<file path="config.mk">
export PLATFORM = sky130hd
export DESIGN_NAME = tc_pl_cap_crc_acc
export DESIGN_NICKNAME = d
export VERILOG_FILES = /design/src/rtl/tc_pl_cap_crc_acc.sv
export SDC_FILE = /design/constraint.sdc
export NUM_CORES = 1
export LEC_CHECK = 0
export ABC_CLOCK_PERIOD_IN_PS = 15450
export BUFFER_PORTS_ARGS = -buffer_cell sky130_fd_sc_hd__buf_2
export CAP_MARGIN = 20
export CORE_MARGIN = 2
export CORE_UTILIZATION = 25
export CTS_BUF_LIST = sky130_fd_sc_hd__clkbuf_4 sky130_fd_sc_hd__clkbuf_8
export DETAILED_ROUTE_END_ITERATION = 6
export SLEW_MARGIN = 40
export SYNTH_ARGS = -nofsm -noshare
export SYNTH_HDL_FRONTEND = slang
export SYNTH_SLANG_ARGS = --single-unit
export TNS_END_PERCENT = 20
</file>
<file path="constraint.sdc">
create_clock -name clk -period 15.45 [get_ports clk]
set_input_delay 0.7725 -clock clk [delete_from_list [all_inputs] [get_ports clk]]
set_output_delay 0.7725 -clock clk [all_outputs]
set_load 0.1 [all_outputs]
</file>
<file path="src/rtl/tc_pl_cap_crc_acc.sv">
// Capture-path CRC-32/MPEG-2 accumulator: folds one DATA_W word per cycle, MSB first.
// Optional word counter / length check is built when CAP_CRC_WORD_CNT_EN is defined.
module tc_pl_cap_crc_acc #(
  parameter int CRC_W  = 32,
  parameter int DATA_W = 64
) (
  input  logic              clk,
  input  logic              rst,
  input  logic              crc_en,
  input  logic [DATA_W-1:0] crc0_data,
  input  logic              crc0_data_valid,
  input  logic              tacp_cmpt,
`ifdef CAP_CRC_WORD_CNT_EN
  input  logic [31:0]       cap_len,
  output logic [31:0]       crc_word_cnt,
  output logic              crc_len_err,
`endif
  output logic [CRC_W-1:0]  crc_result,
  output logic              crc_done
);

  localparam logic [CRC_W-1:0] POLY = CRC_W'(32'h04C1_1DB7);
  localparam logic [CRC_W-1:0] INIT = {CRC_W{1'b1}};

  typedef enum logic [1:0] {S_IDLE, S_ACC, S_FIN, S_DONE} state_t;

  state_t           state    = S_IDLE;
  logic [CRC_W-1:0] crc_q    = INIT;
  logic [CRC_W-1:0] result_q = '0;
  logic             done_q   = 1'b0;
  // Set only while crc_en is low, so a reset mid-transfer waits for a fresh enable.
  logic             armed    = 1'b0;

`ifdef CAP_CRC_WORD_CNT_EN
  logic [31:0] cnt_q     = '0;
  logic [31:0] cap_len_q = '0;
  logic        len_err_q = 1'b0;

  assign crc_word_cnt = cnt_q;
  assign crc_len_err  = len_err_q;
`endif

  assign crc_result = result_q;
  assign crc_done   = done_q;

  // Serial LFSR unrolled across the full word, bit DATA_W-1 entering first.
  function automatic logic [CRC_W-1:0] fold(input logic [CRC_W-1:0] c_in,
                                            input logic [DATA_W-1:0] d);
    logic [CRC_W-1:0] c;
    c = c_in;
    for (int i = DATA_W - 1; i >= 0; i--) begin
      if (c[CRC_W-1] ^ d[i]) c = (c << 1) ^ POLY;
      else                   c = c << 1;
    end
    return c;
  endfunction

  always_ff @(posedge clk) begin
    if (rst) begin
      state    <= S_IDLE;
      crc_q    <= INIT;
      result_q <= '0;
      done_q   <= 1'b0;
      armed    <= 1'b0;
`ifdef CAP_CRC_WORD_CNT_EN
      cnt_q     <= '0;
      cap_len_q <= '0;
      len_err_q <= 1'b0;
`endif
    end else if (!crc_en) begin
      state    <= S_IDLE;
      crc_q    <= INIT;
      result_q <= '0;
      done_q   <= 1'b0;
      armed    <= 1'b1;
`ifdef CAP_CRC_WORD_CNT_EN
      cnt_q     <= '0;
      cap_len_q <= cap_len;
      len_err_q <= 1'b0;
`endif
    end else begin
      case (state)
        S_IDLE: begin
          crc_q <= INIT;
          if (armed) state <= S_ACC;
        end
        S_ACC: begin
          if (crc0_data_valid) begin
            crc_q <= fold(crc_q, crc0_data);
`ifdef CAP_CRC_WORD_CNT_EN
            if (cnt_q != 32'hFFFF_FFFF) cnt_q <= cnt_q + 32'd1;
`endif
          end
          if (tacp_cmpt) state <= S_FIN;
        end
        S_FIN: begin
          result_q <= crc_q;
          done_q   <= 1'b1;
`ifdef CAP_CRC_WORD_CNT_EN
          len_err_q <= (cnt_q != cap_len_q);
`endif
          state    <= S_DONE;
        end
        S_DONE: begin
          state <= S_DONE;
        end
        default: state <= S_IDLE;
      endcase
    end
  end

endmodule

</file>
==> reports/results.tsv <==
stage	metric	value	unit
route	Post-DRT Antenna Nets	0	
final_layout	Syn-to-layout area delta	14.2	%
timing	Worst Skew	0.0136	ns
place	DP Area	10900	µm²
route	via count	6013	
final_layout	Storage cell area	1360	µm²
setup_path	startpoint types	input port	
timing	Rel. slew slack	41.7	%
yosys	Post-synth top cells	xnor2_1, xnor3_1, xor2_1	
cts	Num Clock Sinks	68	
die	Die Height	201	µm
status	outcome	completed	
yosys	post-synthesis sequential area ratio	14.0	%
job	maxcap violations	0	
die	Top-Level Pins	102	
yosys	Main synth FF type	dfxtp_1	
cts	H-tree levels	3	
timing	final setup fails	0	
cts	CTS Hold Buffers Added	0	
setup_path	WP data required	15.74	ns
route	routed vias/inst	4.23	
grt	GRT overflow	0	
yosys	top-area cell type share of the netlist area	23.9	%
grt	Total GRT Usage	13.9	%
setup_path	worst setup path category	input port to register	
place	routability cong.	0.845	
final_layout	Layout fillers	4006	
cts	CTS root buffer	clkbuf_8	
setup_path	CP max FO	6	
timing	RSZ-0062 raised after global routing	false	
die	die width	201	µm
die	Core ar.	38600	µm²
yosys	syn nets	871	
yosys	async set-reset flop share out of synthesis	0	%
yosys	most frequent cell after synthesis	xnor2_1	
timing	worst setup margin	8.11	ns
cts	post_cts resized	0	
route	1st-pass router iterations	5	
cts	CTS tree	built	
grt	first-pass GRT wire length	42100	µm
setup_path	Worst EP arrival	7.63	ns
grt	maximum number of pins on one net before global-route repair	38	
timing	Slew @ Worst Pin	0.868	ns
place	Port Buffers	101	
final_layout	number of diodes	0	
timing	max-slew violations	0	
final_layout	final instance area	11100	µm²
cts	total CTS buffers	9	
timing	min Tclk post-route	7.34	ns
timing	achievable frequency	136	MHz
setup_path	Worst Setup End Kind	register	
timing	setup TNS	0	ns
yosys	synthesized instance count	802	
grt	initial antenna violation count	0	
hold_path	min-delay worst type	register to register	
die	Initial Util	25.2	%
place	pre-CTS setup slack	7.74	ns
cts	Clock Path Buffers	2	
cts	clk slew on worst S/H paths	0.07	ns
yosys	post-synth top area cell	xnor3_1	
yosys	Syn Std Cell Area	9720	µm²
cts	clk_lat worst skew	0.36	ns
route	DRC Markers	0	
final_layout	layout cells sized above 1	23.2	%
place	HPWL Detailed	23900	µm
timing	Final Cycle Share	47.5	%
yosys	EDFF count, synth	0	
cts	Post-CTS Setup Inserts	0	
final_layout	area of the multi-input gates	8330	µm²
yosys	FF+latch count, synth	68	
timing	Hold Vio Cnt, Final	0	
die	Die Area	40500	µm²
final_layout	Nets	968	
die	# rows	72	
yosys	Yosys cell types	25	
yosys	Synth area leaders	xnor3_1, xnor2_1, dfxtp_1, xor2_1, xnor3_2	
route	Detailed Route WL	28100	µm
final_layout	post-layout util	28.8	%
yosys	mean post-synth cell area	12.1	µm²
route	Iteration-0 DRC Markers	395	
yosys	Warnings, synthesis	0	
route	WL/cell	19.8	µm
grt	number of global-route vias before repair	6382	
==> metrics by stage <==
stage	cells	hold WS [ns]
floorplan	802	0.420
global placement	1406	0.436
detailed placement	1406	0.436
CTS	1422	0.448
global route	1422	0.480
finish	1422	0.447
==> routing by layer <==
layer  vias to the layer above  global-route usage [%]  wire length, µm
met5                         -                       0                0
met4                         0                    2.15              331
met3                        18                    1.02             1010
met2                       162                    24.7            14200
met1                      3006                    18.8            12600
li1                       2827                       -                -
==> logic make-up after synthesis <==
logic type | count (synthesis) | share of synthesized area [%]
simple gates | 109 | 4.41
xor+xnor | 537 | 77.1
buf+inv | 20 | 0.772
compound gates | 68 | 3.68
flops | 68 | 14.0
==> flip-flops by register name, summed over array words and instances, names as in the netlist <==
signal and count:
state 2, crc_done 1, crc_q 32, armed 1, crc_result 32
==> worst max-delay path: stages <==
cell and delay [ns]:
buf_2 0.12, xnor2_1 0.57, xnor2_1 0.33, xnor2_1 0.54
xnor2_2 0.31, xnor3_1 0.47, xor2_1 0.43, xnor3_1 0.61
xor3_1 0.45, xnor3_2 0.51, xnor3_2 0.58, xor2_2 0.49
xnor3_2 0.62, xor2_1 0.25, xnor3_1 0.43, a21oi_1 0.13
==> cell usage in the layout (no fill, tap or decap), drive strengths merged, types with 2 or more instances in the layout <==
master and n:
a21oi 57, buf 104, bufinv 2, clkbuf 12, dfxtp 68, inv 2
nand2 72, nand2b 3, nor2 30, nor2b 3, o21ai 2, o22ai 7
xnor2 290, xnor3 129, xor2 93, xor3 25
==> path summary, 6_finish.rpt <==
| kind | slack, ns | to | from | cells past startpoint |
|---|---|---|---|---|
| max reg2reg | 8.18 | crc_q[14]$_SDFFE_PP1P_ | crc_q[27]$_SDFFE_PP1P_ | 15 |
| max | 8.11 | crc_q[14]$_SDFFE_PP1P_ | crc0_data[63] | 16 |
| min reg2reg | 0.45 | armed$_SDFFE_PP0N_ | armed$_SDFFE_PP0N_ | 2 |
| min | 0.45 | armed$_SDFFE_PP0N_ | armed$_SDFFE_PP0N_ | 2 |
==> final cells by class <==
cell class | instances | share of cell area, %
Sequential cell | 68 | 12.3
Timing Repair Buffer | 104 | 4.76
Multi-Input combinational cell | 714 | 75.0
Clock inverter | 4 | 0.654
Inverter | 2 | 0.0676
Tap cell | 518 | 5.84
Clock buffer | 12 | 1.37
Power is not shown: default switching activity piles up to over one toggle a cycle in this logic, so the estimate is an artifact.
